[src/rtl/multicycle_ctrl.sv]
// multicycle_ctrl: RV32I multi-cycle sequencer (FETCH/DECODE/EXEC/MEM/WB) with memory timeout and halt.
// Define MULTICYCLE_PERF_CNT_EN to build the cycle/instret performance counters; otherwise they read 0.
module multicycle_ctrl #(
  parameter int MEM_TIMEOUT = 16
) (
  input  logic        clk,
  input  logic        rst_n,
  input  logic        imem_ack,
  input  logic        dmem_ack,
  input  logic        is_load,
  input  logic        is_store,
  input  logic        is_halt,
  input  logic        reg_we,
  input  logic        is_branch,
  input  logic        is_jal,
  input  logic        is_jalr,
  input  logic        br_taken,
  output logic        imem_req,
  output logic        dmem_req,
  output logic        dmem_we,
  output logic        ir_we,
  output logic        pc_we,
  output logic [1:0]  pc_sel,
  output logic        rf_we,
  output logic [2:0]  state,
  output logic        halted,
  output logic        err,
  output logic [31:0] cycle_cnt,
  output logic [31:0] instret_cnt
);
  typedef enum logic [2:0] {FETCH = 3'd0, DECODE = 3'd1, EXEC = 3'd2, MEM = 3'd3,
                            WB = 3'd4, HALT = 3'd5, ERROR = 3'd6} state_t;
  localparam logic [7:0] LAST = 8'(MEM_TIMEOUT - 1);
  state_t     st;
  logic [7:0] wait_cnt;
  logic       f_load, f_store, f_halt, f_rwe, f_br, f_jal, f_jalr, f_taken;
  logic       waiting, in_wb, retire;
  assign waiting = (st == FETCH && !imem_ack) || (st == MEM && !dmem_ack);
  always_ff @(posedge clk) begin
    if (!rst_n) begin
      st <= FETCH;
      wait_cnt <= '0;
      {f_load, f_store, f_halt, f_rwe, f_br, f_jal, f_jalr, f_taken} <= '0;
    end else begin
      case (st)
        FETCH: st <= imem_ack ? DECODE : (wait_cnt == LAST) ? ERROR : FETCH;
        DECODE: begin
          {f_load, f_store, f_halt, f_rwe, f_br, f_jal, f_jalr} <=
            {is_load, is_store, is_halt, reg_we, is_branch, is_jal, is_jalr};
          st <= EXEC;
        end
        EXEC: begin
          f_taken <= br_taken;
          st <= f_halt ? HALT : (f_load || f_store) ? MEM : WB;
        end
        MEM: st <= dmem_ack ? (f_store ? FETCH : WB) : (wait_cnt == LAST) ? ERROR : MEM;
        WB: st <= FETCH;
        default: st <= st;
      endcase
      // Counter restarts whenever the request is not stalling, which covers entry to FETCH and MEM
      wait_cnt <= waiting ? wait_cnt + 8'd1 : 8'd0;
    end
  end
  // While reset is held every output reads 0, including the fetch request
  always_comb begin
    in_wb    = rst_n && st == WB;
    imem_req = rst_n && st == FETCH;
    dmem_req = rst_n && st == MEM;
    ir_we    = imem_req && imem_ack;
    dmem_we  = dmem_req && f_store;
    retire   = in_wb || (dmem_we && dmem_ack);
    pc_we    = retire;
    pc_sel   = !in_wb ? 2'd0 : f_jalr ? 2'd2 : (f_jal || (f_br && f_taken)) ? 2'd1 : 2'd0;
    rf_we    = in_wb && f_rwe;
    halted   = rst_n && st == HALT;
    err      = rst_n && st == ERROR;
    state    = rst_n ? st : FETCH;
  end
`ifdef MULTICYCLE_PERF_CNT_EN
  logic [31:0] cyc, ret;
  always_ff @(posedge clk) begin
    if (!rst_n) begin
      cyc <= '0;
      ret <= '0;
    end else begin
      if (st != HALT && st != ERROR) cyc <= cyc + 32'd1;
      if (retire) ret <= ret + 32'd1;
    end
  end
  assign cycle_cnt   = cyc;
  assign instret_cnt = ret;
`else
  assign cycle_cnt   = '0;
  assign instret_cnt = '0;
`endif
endmodule
[config.mk]
export PLATFORM = sky130hd
export DESIGN_NAME = multicycle_ctrl
export DESIGN_NICKNAME = d
export VERILOG_FILES = /design/src/rtl/multicycle_ctrl.sv
export SDC_FILE = /design/constraint.sdc
export NUM_CORES = 1
export LEC_CHECK = 0
export CAP_MARGIN = 20
export CORE_UTILIZATION = 40
export DETAILED_ROUTE_END_ITERATION = 10
export GPL_ROUTABILITY_DRIVEN = 0
export PLACE_DENSITY_LB_ADDON = 0.2
export SKIP_CTS_REPAIR_TIMING = 1
export SLEW_MARGIN = 20
export SYNTH_ARGS = -nofsm -noshare
export SYNTH_HDL_FRONTEND = slang
export SYNTH_SLANG_ARGS = --single-unit
export TNS_END_PERCENT = 10
[constraint.sdc]
create_clock -name clk -period 2.3 [get_ports clk]
set_clock_uncertainty 0.1 [all_clocks]
set_input_delay 0.69 -clock clk [delete_from_list [all_inputs] [get_ports clk]]
set_output_delay 0.69 -clock clk [all_outputs]
set_load 0.005 [all_outputs]
---- Yosys cells after proc, flatten, opt, wreduce, memory -nomap -nowiden ----
Cells that the tools add are included.
storage, ports and cells
  RAM bits ................................ 0
  memories ................................ 0
  register bits after elaboration ......... 19
  memory bits (read-only) ................. 0
  latch bits .............................. 0
  word-level logic and storage cells ...... 51
  output and inout port bits .............. 77
cells by class
  mux-type cells .......................... 12
  magnitude comparators ................... 0
  equal/unequal tests ..................... 7
  $add $sub $neg .......................... 1
  reduce and logical (&&, ||, !) cells .... 21
  shifts and indexed selects .............. 0
  divide/modulo/power cells ............... 0
  bitwise logic cells ..................... 0
  multiply operators ...................... 0
operator list
  operator                                       number
  2-to-1 mux 3 bit                               8
  case mux 3 bit (5 select lines)                1
  logical AND 1 bit                              12
  == test 3 bit, second input constant           3
  adder 8 x 1 -> 8 bit, second input constant    1
  == test 8 x 4 -> 1 bit, second input constant  1
  == test 3 x 2 -> 1 bit, second input constant  2
  nonzero test 5 bit                             1
  logical OR 1 bit                               4
  2-to-1 mux 2 bit                               2
  == test 3 x 1 -> 1 bit, second input constant  1
  logical NOT 3 bit                              1
  logical NOT 1 bit                              2
  AND reduction 2 bit                            1
  2-to-1 mux 1 bit                               1

---- Depth between registers and ports, before layout ----
Gate-level depths: netlist of run 1.
  word-level depth ........................ 5
  gate-level depth with buffers ........... 5
  depth with buffers taken out ............ 5

---- Worst setup path after synthesis of run 1 ----
No wires, ideal clock.
  path kind ............................... input-to-output
  from .................................... in rst_n
  to ...................................... out ir_we
  path buffers ............................ 0
  stages .................................. 3
  data arrival time ....................... 1.135 ns
  path slack .............................. 0.375 ns
  required time ........................... 1.510 ns
  path through ............................ nand2b_1 nor3_1 and2_1
between the ends
  longest elaborated chain between the ends .. 2
ends and longest elaborated chain
  item               RTL line  source
  from (decl)        7         input logic rst_n,
  logical AND 1 bit  67        imem_req = rst_n && st == FETCH;
  via imem_req       18        output logic imem_req,
  logical AND 1 bit  69        ir_we = imem_req && imem_ack;
  to (decl)          21        output logic ir_we,
The timed path passes the listed nets, and every way through them passes these cells.

---- Worst setup path after layout of run 1 ----
  from .................................... in rst_n
  to ...................................... out dmem_req
between the ends
  longest elaborated chain between the ends .. 1
ends and longest elaborated chain
  item               RTL line  source
  logical AND 1 bit  68        dmem_req = rst_n && st == MEM;
  to (decl)          19        output logic dmem_req,
No other way between the ends.

==> impl_metrics.yaml, run 1 <==
status:
  status: "finished with violations"
  violations: "negative setup slack"
floorplanning:
  initial_core_util_pct: 42.3
  num_rows: 21
  die_h_um: 61.9
  top_level_ports: 89
  die_x_um: 61.9
  die-area_um2: 3830
  core_um2: 3390
yosys:
  ys_ff_latch: 19
  synth_seq_area_share_pct: 26.5
  syn_area_um2: 1430
  avgSynthCellArea_um2: 7.92
  synthCells: 181
  ys_types: 35
  ys_warn_count: 0
setup_path:
  path_cells: "clkbuf_2 > nand2b_1 > buf_4 > nor2_1 > clkdlybuf4s50_1"
  endpoint_kind: "output pin"
  crit_arrival_ns: 1.68
  cp_max_fo: 3
  crit_path_top_delay_cell: "clkdlybuf4s50_1"
  critical-path-top-delay-family: "buffers and inverters"
  critPathLaunchType: "input port"
  critPathKind: "in2out"
  path_buf_inv: 3
  crit_required_ns: 1.51
  max_stage_delay_ns: 0.51
power_and_ir_drop:
  power.leakage_nw: 0.881
  pwr_density_cell_nw_per_um2: 488
  peakVddDrop_mv: 0.316
timing:
  fin_crit_ns: 2.47
  final_hold_viol_count: 0
  setup-violations-final: 3
  hold_slack_ns: 0.353
  post-route-period-util_pct: 107
  rsz0062_at_grt: "yes"
  setup_slack_ns: -0.168
  final_max_slew_viol_count: 0
  fmax_mhz: 405
clock_tree:
  clock_sink_count: 19
  clkSlewWorstSetupHoldPaths_ns: 0.10
  numCtsBuffers: 3
  cts_buffer_depth: 2
  cts_tree: "built"
  clockRootBuffer: "clkbuf_4"
  cts-htree-levels: 1
  worstSkewPairLatency_ns: 0.30
final_layout:
  drive_gt1_share_pct: 16.2
  fin_util_pct: 48.3
  multiInputGateArea_um2: 800
  n_fill_cell: 365
  regArea_um2: 387
  fin_area_um2: 1640
  nets: 230
  diodes: 0
  syn_to_final_growth_pct: 14.2
detailed_routing:
  ant_nets: 0
  drt-total-wl_um: 2360
  drc_errors: 0
  drt_first_pass_iters: 4
  num_vias: 1051
  avgRoutedWirePerCell_um: 9.00
  routed_via_density: 4.01
  first_iter_violations: 32
global_routing:
  grt_pass1_wl_um: 3430
  grt-ovfl-total: 0
  track_usage_pct: 12.2
  grt_max_degree: 12
  grt_pass1_vias: 798
  antenna_found_initial: 0
run:
  max_cap_violations: 0
placed_design:
  place_area_um2: 1550
  io_buffers: 24
  dpl.hpwl_um: 1870
hold_path:
  hold_class: "reg2reg"
-- registers in the layout, summed over array words and instances (netlist names) --
| signal | flops |
|---|---|
| f_br | 1 |
| f_halt | 1 |
| f_jal | 1 |
| f_jalr | 1 |
| f_load | 1 |
| f_rwe | 1 |
| f_store | 1 |
| f_taken | 1 |
| st | 3 |
| wait_cnt | 8 |
-- per-layer routing --
layer	share of wire [%]	track usage (%)	vias to the layer above
li1	-	-	527
met5	0	0	-
met1	44	15.9	467
met4	0.51	2.86	0
met3	6.2	3.11	2
met2	49	20.1	55
-- worst paths after layout --
kind | slack [ns] | start | endpoint | depth (start not counted)
max reg2reg | 0.84 | st[1]$_SDFFE_PN0P_ | f_halt$_SDFFE_PN0P_ | 5
min reg2reg | 0.35 | wait_cnt[0]$_SDFF_PN0_ | wait_cnt[0]$_SDFF_PN0_ | 1
max | -0.17 | rst_n | dmem_req | 5
min | 0.35 | wait_cnt[0]$_SDFF_PN0_ | wait_cnt[0]$_SDFF_PN0_ | 1
-- per-stage QoR --
step,std cells,setup slack (ns),power (mW),setup TNS (ns)
2_1_floorplan,244,0.375,0.613,0
3_3_place_gp,258,-0.637,0.630,-6.74
3_5_place_dp,258,-0.640,0.629,-6.96
4_1_cts,262,-0.645,0.803,-7.10
5_1_grt,262,-0.204,0.859,-0.583
6_report,262,-0.168,0.799,-0.409
-- layout by cell type, fill, tap and decap left out, types with 2 or more instances in the layout --
| cell type | Yosys | final |
|---|---|---|
| buf_4 | 64 | 13 |
| dlymetal6s2s_1 | 0 | 10 |
| and2_1 | 2 | 2 |
| xor2_1 | 2 | 2 |
| a21oi_1 | 5 | 5 |
| inv_2 | 2 | 2 |
| dfxtp_1 | 19 | 16 |
| nor3_1 | 5 | 3 |
| inv_1 | 3 | 3 |
| nor2_1 | 28 | 27 |
| and3_1 | 3 | 3 |
| nand3_2 | 1 | 2 |
| dfxtp_2 | 0 | 2 |
| xnor2_1 | 4 | 4 |
| conb_1 | 1 | 64 |
| nand2_1 | 10 | 9 |
| nand2b_1 | 3 | 3 |
| nor2_4 | 2 | 2 |
| clkbuf_4 | 0 | 3 |
| mux2i_1 | 7 | 7 |
| nor3_2 | 0 | 2 |
| clkdlybuf4s50_1 | 0 | 12 |
-- kinds of logic (layout without fill, tap and decap cells) --
kind of cell,after synthesis,in the layout,synth area share (%)
AOI/OAI and AO/OA,14,14,6.72
xor gates and xnor gates,6,6,3.66
adders and majority gates,1,1,0.872
buffers and inverters,73,45,36.6
DFF,19,19,26.5
muxes,7,7,4.89
other,1,64,0.262
and+or+nand+nor,60,60,20.5
-- where the power goes --
group          total (mW)  internal (mW)  switching [mW]
logic               0.245          0.116           0.129
registers           0.386          0.357          0.0297
clock network       0.168         0.0647           0.103
-- cells in the mapped netlist --
| library cell | n | share of area [%] |
|---|---|---|
| nor3_1 | 5 | 1.7 |
| nand2_1 | 10 | 2.6 |
| conb_1 | 1 | 0.26 |
| o21ai_0 | 1 | 0.35 |
| a31oi_1 | 1 | 0.44 |
| nand3_1 | 2 | 0.70 |
| or4_4 | 1 | 0.79 |
| nor2_4 | 2 | 1.6 |
| and2_1 | 2 | 0.87 |
| inv_1 | 3 | 0.79 |
| nand3b_1 | 1 | 0.52 |
| buf_6 | 1 | 0.79 |
| a21oi_1 | 5 | 1.7 |
| a2111oi_0 | 1 | 0.61 |
| buf_2 | 2 | 0.70 |
| dfxtp_1 | 19 | 27 |
| clkbuf_1 | 1 | 0.26 |
| mux2i_1 | 7 | 4.9 |
| nand3_2 | 1 | 0.70 |
| or3_1 | 1 | 0.44 |
| nand2b_1 | 3 | 1.3 |
| inv_2 | 2 | 0.52 |
| o32ai_1 | 1 | 0.61 |
| o32a_1 | 1 | 0.70 |
| nor2_1 | 28 | 7.3 |
| nor4b_1 | 1 | 0.61 |
| ha_1 | 1 | 0.87 |
| buf_4 | 64 | 34 |
| o21ai_1 | 1 | 0.35 |
| and3_1 | 3 | 1.3 |
| xor2_1 | 2 | 1.2 |
| xnor2_1 | 4 | 2.4 |
| o31ai_1 | 1 | 0.52 |
| o21bai_2 | 1 | 0.79 |
| a221oi_1 | 1 | 0.61 |
-- final cells by class --
cell class / count / share of cell area, %
multi-input combinational: 152 / 48.8
sequential: 19 / 23.6
timing repair buffer: 36 / 21.2
tap: 46 / 3.51
clock buffer: 3 / 1.38
inverter: 5 / 1.15
clock inverter: 1 / 0.306
Power figures use the tool's default switching activity.
==> run 2, diff against run 1 <==
--- a/config.mk
+++ b/config.mk
@@ -9,6 +9,7 @@
 export CORE_UTILIZATION = 40
 export DETAILED_ROUTE_END_ITERATION = 10
 export GPL_ROUTABILITY_DRIVEN = 0
+export HOLD_SLACK_MARGIN = 0.12
 export PLACE_DENSITY_LB_ADDON = 0.2
 export SKIP_CTS_REPAIR_TIMING = 1
 export SLEW_MARGIN = 20
==> constraint.sdc (replaced) <==
create_clock -name clk -period 3.15 [get_ports clk]
set_clock_uncertainty 0.1 [all_clocks]
set_input_delay 0.945 -clock clk [delete_from_list [all_inputs] [get_ports clk]]
set_output_delay 0.945 -clock clk [all_outputs]
set_load 0.005 [all_outputs]
==> run 2 against run 1 <==
The run now ends clean. Global-route usage down 0.70 points. Utilization is 1.7 points lower. Clock-buffer cell count up 1. Combinational power shrank 34%. Final area decreased by 3.4%. Total power fell by 29%. Critical path type unchanged. Critical endpoint is now pc_we.
==> impl_metrics.yaml, run 2 (synthesis results as in run 1) <==
status:
  status: "complete, no violations"
final_layout:
  layout_common_cells: "64 x conb_1, 28 x nor2_1, 21 x clkdlybuf4s50_1"
  syn_to_final_growth_pct: 10.3
  largest_register: "wait_cnt"
  largest_reg_flops: 8
  drive_gt1_share_pct: 10.3
  reg_top3: "wait_cnt (8), st (3)"
  final_cells: 259
  diodes: 0
  fin_util_pct: 46.7
  nets: 227
  final_common_cell: "conb_1"
timing:
  rsz0062_at_grt: "no"
  post-route-period-util_pct: 97.6
  setup-violations-final: 0
  fin_crit_ns: 3.07
  fmax_mhz: 325
  final_hold_viol_count: 0
  final_max_slew_viol_count: 0
floorplanning:
  top_level_ports: 89
  core_um2: 3390
  initial_core_util_pct: 42.3
  num_rows: 21
  die_x_um: 61.9
  die-area_um2: 3830
  die_h_um: 61.9
placed_design:
  dpl.hpwl_um: 1780
  place_inst: 255
  io_buffers: 24
power_and_ir_drop:
  pwr_density_cell_nw_per_um2: 360
  total_switching_power_uw: 183
  comb_power_share_pct: 28.5
  power.leakage_nw: 0.722
  netSwitchingFraction_pct: 32.2
  peakVddDrop_mv: 0.230
  power.total_uw: 570
  p_int_uw: 387
  p_seq_share_pct: 49.9
  p_clk_share_pct: 21.6
setup_path:
  crit_path_top_delay_cell: "clkdlybuf4s50_1"
  max_stage_delay_ns: 0.50
  critical-path-top-delay-family: "buffers and inverters"
  crit_required_ns: 2.10
  ff2ff_path_depth: 4
  critPathLaunchType: "input port"
  endpoint_kind: "output pin"
  path_depth: 5
  crit_arrival_ns: 2.03
  cp_max_fo: 2
  path_cells: "dlymetal6s2s_1 > nand3_2 > o32ai_2 > and2_1 > clkdlybuf4s50_1"
  path_buf_inv: 2
  critPathKind: "in2out"
detailed_routing:
  ant_nets: 0
  drt_first_pass_iters: 4
  drc_errors: 0
  drt-total-wl_um: 2230
  routed_via_density: 3.93
  avgRoutedWirePerCell_um: 8.60
  num_vias: 1018
  first_iter_violations: 23
clock_tree:
  cts_tree: "built"
  numCtsBuffers: 3
  clock_sink_count: 19
  clockRootBuffer: "clkbuf_4"
  cts-htree-levels: 1
  cts_buffer_depth: 2
  worstSkewPairLatency_ns: 0.29
  clkSlewWorstSetupHoldPaths_ns: 0.10
global_routing:
  grt_pass1_vias: 798
  grt_use_met3_pct: 3.52
  grt-ovfl-total: 0
  track_usage_pct: 11.5
  met2_usage_pct: 19.5
  grt_pass1_wl_um: 3280
  antenna_found_initial: 0
  top_usage_layer: "met2"
  grt_util_met1_pct: 13.9
  grt_max_degree: 14
run:
  max_cap_violations: 0
hold_path:
  hold_depth: 1
  hold_class: "reg2reg"
-- run 2: cell types whose count changed in the layout (fill, tap and decap cells not counted), moves of 2 or more --
cell             change
buf_4                -4
clkdlybuf4s50_1      +9
dfxtp_2              -2
dlymetal6s2s_1       -7
dfxtp_1              +3
-- run 2: per-layer routing --
layer,wire (um),share of wire (%)
met4,14,0.63
met3,144,6.5
met1,939,42
met2,1130,51
met5,0,0
-- run 2: metrics by stage --
| stage | area [um2] | setup WS, ns | hold WS (ns) | TNS [ns] |
|---|---|---|---|---|
| global route | 1580 | 0.00858 | 0.376 | 0 |
| CTS | 1560 | -0.317 | 0.367 | -2.82 |
| floorplan | 1670 | 0.715 | 0.318 | 0 |
| detailed placement | 1530 | -0.309 | 0.344 | -2.73 |
| global placement | 1530 | -0.312 | 0.332 | -2.60 |
| finish | 1580 | 0.0758 | 0.367 | 0 |
-- run 2: final timing paths --
check                                            start  slack, ns                      to
worst max-delay path                          dmem_ack       0.08                   pc_we
worst min-delay path            wait_cnt[0]$_SDFF_PN0_       0.37  wait_cnt[0]$_SDFF_PN0_
worst max register to register      st[1]$_SDFFE_PN0P_       1.66  wait_cnt[7]$_SDFF_PN0_
worst min register to register  wait_cnt[0]$_SDFF_PN0_       0.37  wait_cnt[0]$_SDFF_PN0_
-- run 2: power groups by stage --
stage	registers, mW	logic, mW	clock network (mW)
after CTS	0.282	0.161	0.131
after global routing	0.288	0.186	0.137
final	0.285	0.162	0.123
after global placement	0.288	0.161	0
after floorplan	0.276	0.172	0
after detailed placement	0.288	0.161	0
-- run 2: area by class of cell --
type | count | area, um2
Fill cell | 365 | 1810
Multi-Input combinational cell | 152 | 783
Timing Repair Buffer | 33 | 315
Inverter | 5 | 18.8
Clock buffer | 4 | 26.3
Sequential cell | 19 | 380
Tap cell | 46 | 57.6
==> run 3, diff against run 2 <==
--- a/config.mk
+++ b/config.mk
@@ -11,6 +11,7 @@
 export GPL_ROUTABILITY_DRIVEN = 0
 export HOLD_SLACK_MARGIN = 0.12
 export PLACE_DENSITY_LB_ADDON = 0.2
+export REMOVE_ABC_BUFFERS = 1
 export SKIP_CTS_REPAIR_TIMING = 1
 export SLEW_MARGIN = 20
 export SYNTH_ARGS = -nofsm -noshare
==> run 3 against run 2 <==
Global-route usage rose by 0.91 points. Highest routed layer unchanged. Combinational power rose by 7%. Sequential share of layout area fell by 0.45 points. Clock-buffer cell count fell by 1. Flip-flop and latch count did not move. Routed wire length rose by 1.6%. Die area did not move. Maximum frequency rose by 2.7%. Register-to-register slack got worse by 0.02 ns. Setup slack improved by 0.082 ns. Via count rose by 0.49%. Clock power barely moved.
==> impl_metrics.yaml, run 3 (synthesis results as in run 1) <==
global_routing:
  grt_pass1_wl_um: 3460
  grt_max_degree: 13
  grt_pass1_vias: 852
  track_usage_pct: 12.4
  grt-ovfl-total: 0
  antenna_found_initial: 0
final_layout:
  syn_to_final_growth_pct: 12.4
  largest_reg_flops: 8
  final_common_cell: "conb_1"
  largest_register: "wait_cnt"
  fin_area_um2: 1610
  final_cells: 261
  nets: 229
  diodes: 0
  layout_common_cells: "64 x conb_1, 28 x nor2_1, 19 x dfxtp_1, 19 x clkdlybuf4s50_1, 11 x buf_4"
  reg_top3: "wait_cnt (8), st (3)"
  drive_gt1_share_pct: 12.6
timing:
  final_hold_viol_count: 0
  fmax_mhz: 334
  fin_crit_ns: 2.99
  final_max_slew_viol_count: 0
  setup-violations-final: 0
  rsz0062_at_grt: "no"
  hold_slack_ns: 0.356
  post-route-period-util_pct: 95.0
placed_design:
  place_area_um2: 1550
  place_inst: 257
  io_buffers: 24
  dpl.hpwl_um: 1840
detailed_routing:
  num_vias: 1023
  first_iter_violations: 18
  ant_nets: 0
  avgRoutedWirePerCell_um: 8.67
  drt-total-wl_um: 2260
  drt_first_pass_iters: 4
  routed_via_density: 3.92
  drc_errors: 0
power_and_ir_drop:
  peakVddDrop_mv: 0.208
  p_seq_share_pct: 49.1
  power.leakage_nw: 0.776
  pwr_density_cell_nw_per_um2: 356
  power.total_uw: 574
  netSwitchingFraction_pct: 32.2
  comb_power_share_pct: 30.1
  p_int_uw: 389
  p_clk_share_pct: 20.9
  total_switching_power_uw: 185
clock_tree:
  cts-htree-levels: 1
  cts_buffer_depth: 2
  clock_sink_count: 19
  clockRootBuffer: "clkbuf_4"
  numCtsBuffers: 3
  worstSkewPairLatency_ns: 0.29
  clkSlewWorstSetupHoldPaths_ns: 0.11
  cts_tree: "built"
floorplanning:
  initial_core_util_pct: 42.3
  top_level_ports: 89
  die_x_um: 61.9
  die_h_um: 61.9
  num_rows: 21
  die-area_um2: 3830
  core_um2: 3390
setup_path:
  critPathKind: "in2out"
  ff2ff_path_depth: 5
  critPathLaunchType: "input port"
  r2r-start: "st[0]$_SDFFE_PN0P_"
  crit_arrival_ns: 1.95
  endpoint_kind: "output pin"
  crit_start: "rst_n"
  cp_max_fo: 3
  crit_required_ns: 2.10
hold_path:
  hold_depth: 1
  hold_class: "reg2reg"
  worstHoldStart: "wait_cnt[0]$_SDFF_PN0_"
run:
  max_cap_violations: 0
status:
  status: "complete, no violations"
run 3: cell types whose count changed in the layout (fill, tap and decap cells not counted), sizes merged:
cell,delta
buf,+2
clkinv,+1
dlymetal6s2s,+2
clkdlybuf4s50,-2
clkbuf,-1
run 3: area by class of cell:
cell class	instances	area, um2
repair buffers	35	335
clock inverters	1	5.00
fillers	348	1780
flip-flops and latches	19	380
well taps	46	57.6
clock buffers	3	22.5
multi-input cells	152	792
inverters	5	18.8
run 3: per-stage QoR:
| step | worst slack [ns] | setup TNS [ns] | util [%] |
|---|---|---|---|
| after global routing | 0.100 | 0 | 47.5 |
| after detailed placement | -0.298 | -2.62 | 45.6 |
| after floorplan | 0.714 | 0 | - |
| after CTS | -0.304 | -2.79 | 46.4 |
| after global placement | -0.286 | -2.60 | 45.6 |
| final | 0.157 | 0 | 47.5 |
run 3: metal layers:
layer	track usage, %	part of all wire, %	vias up
li1	-	-	530
met5	0	0	-
met3	3.52	6.8	2
met1	14.3	43	444
met2	22.1	49	47
met4	3.81	0.75	0
run 3: power by group through the flow:
stage	Clock, mW	Sequential [mW]	Combinational, mW
2_1_floorplan	0	0.285	0.0981
3_3_place_gp	0	0.285	0.169
3_5_place_dp	0	0.286	0.170
4_1_cts	0.129	0.280	0.171
5_1_grt	0.140	0.286	0.200
6_report	0.120	0.282	0.173
run 3: final timing paths:
path | to | slack (ns)
min | wait_cnt[0]$_SDFF_PN0_ | 0.36
max | imem_req | 0.16
max reg2reg | f_jal$_SDFFE_PN0P_ | 1.64
min reg2reg | wait_cnt[0]$_SDFF_PN0_ | 0.36
run 3: worst max-delay path: stages:
cell and delay (ns):
dlymetal6s2s_1 0.14, nand2b_1 0.10, nor3_2 0.14, buf_4 0.13, clkdlybuf4s50_1 0.49
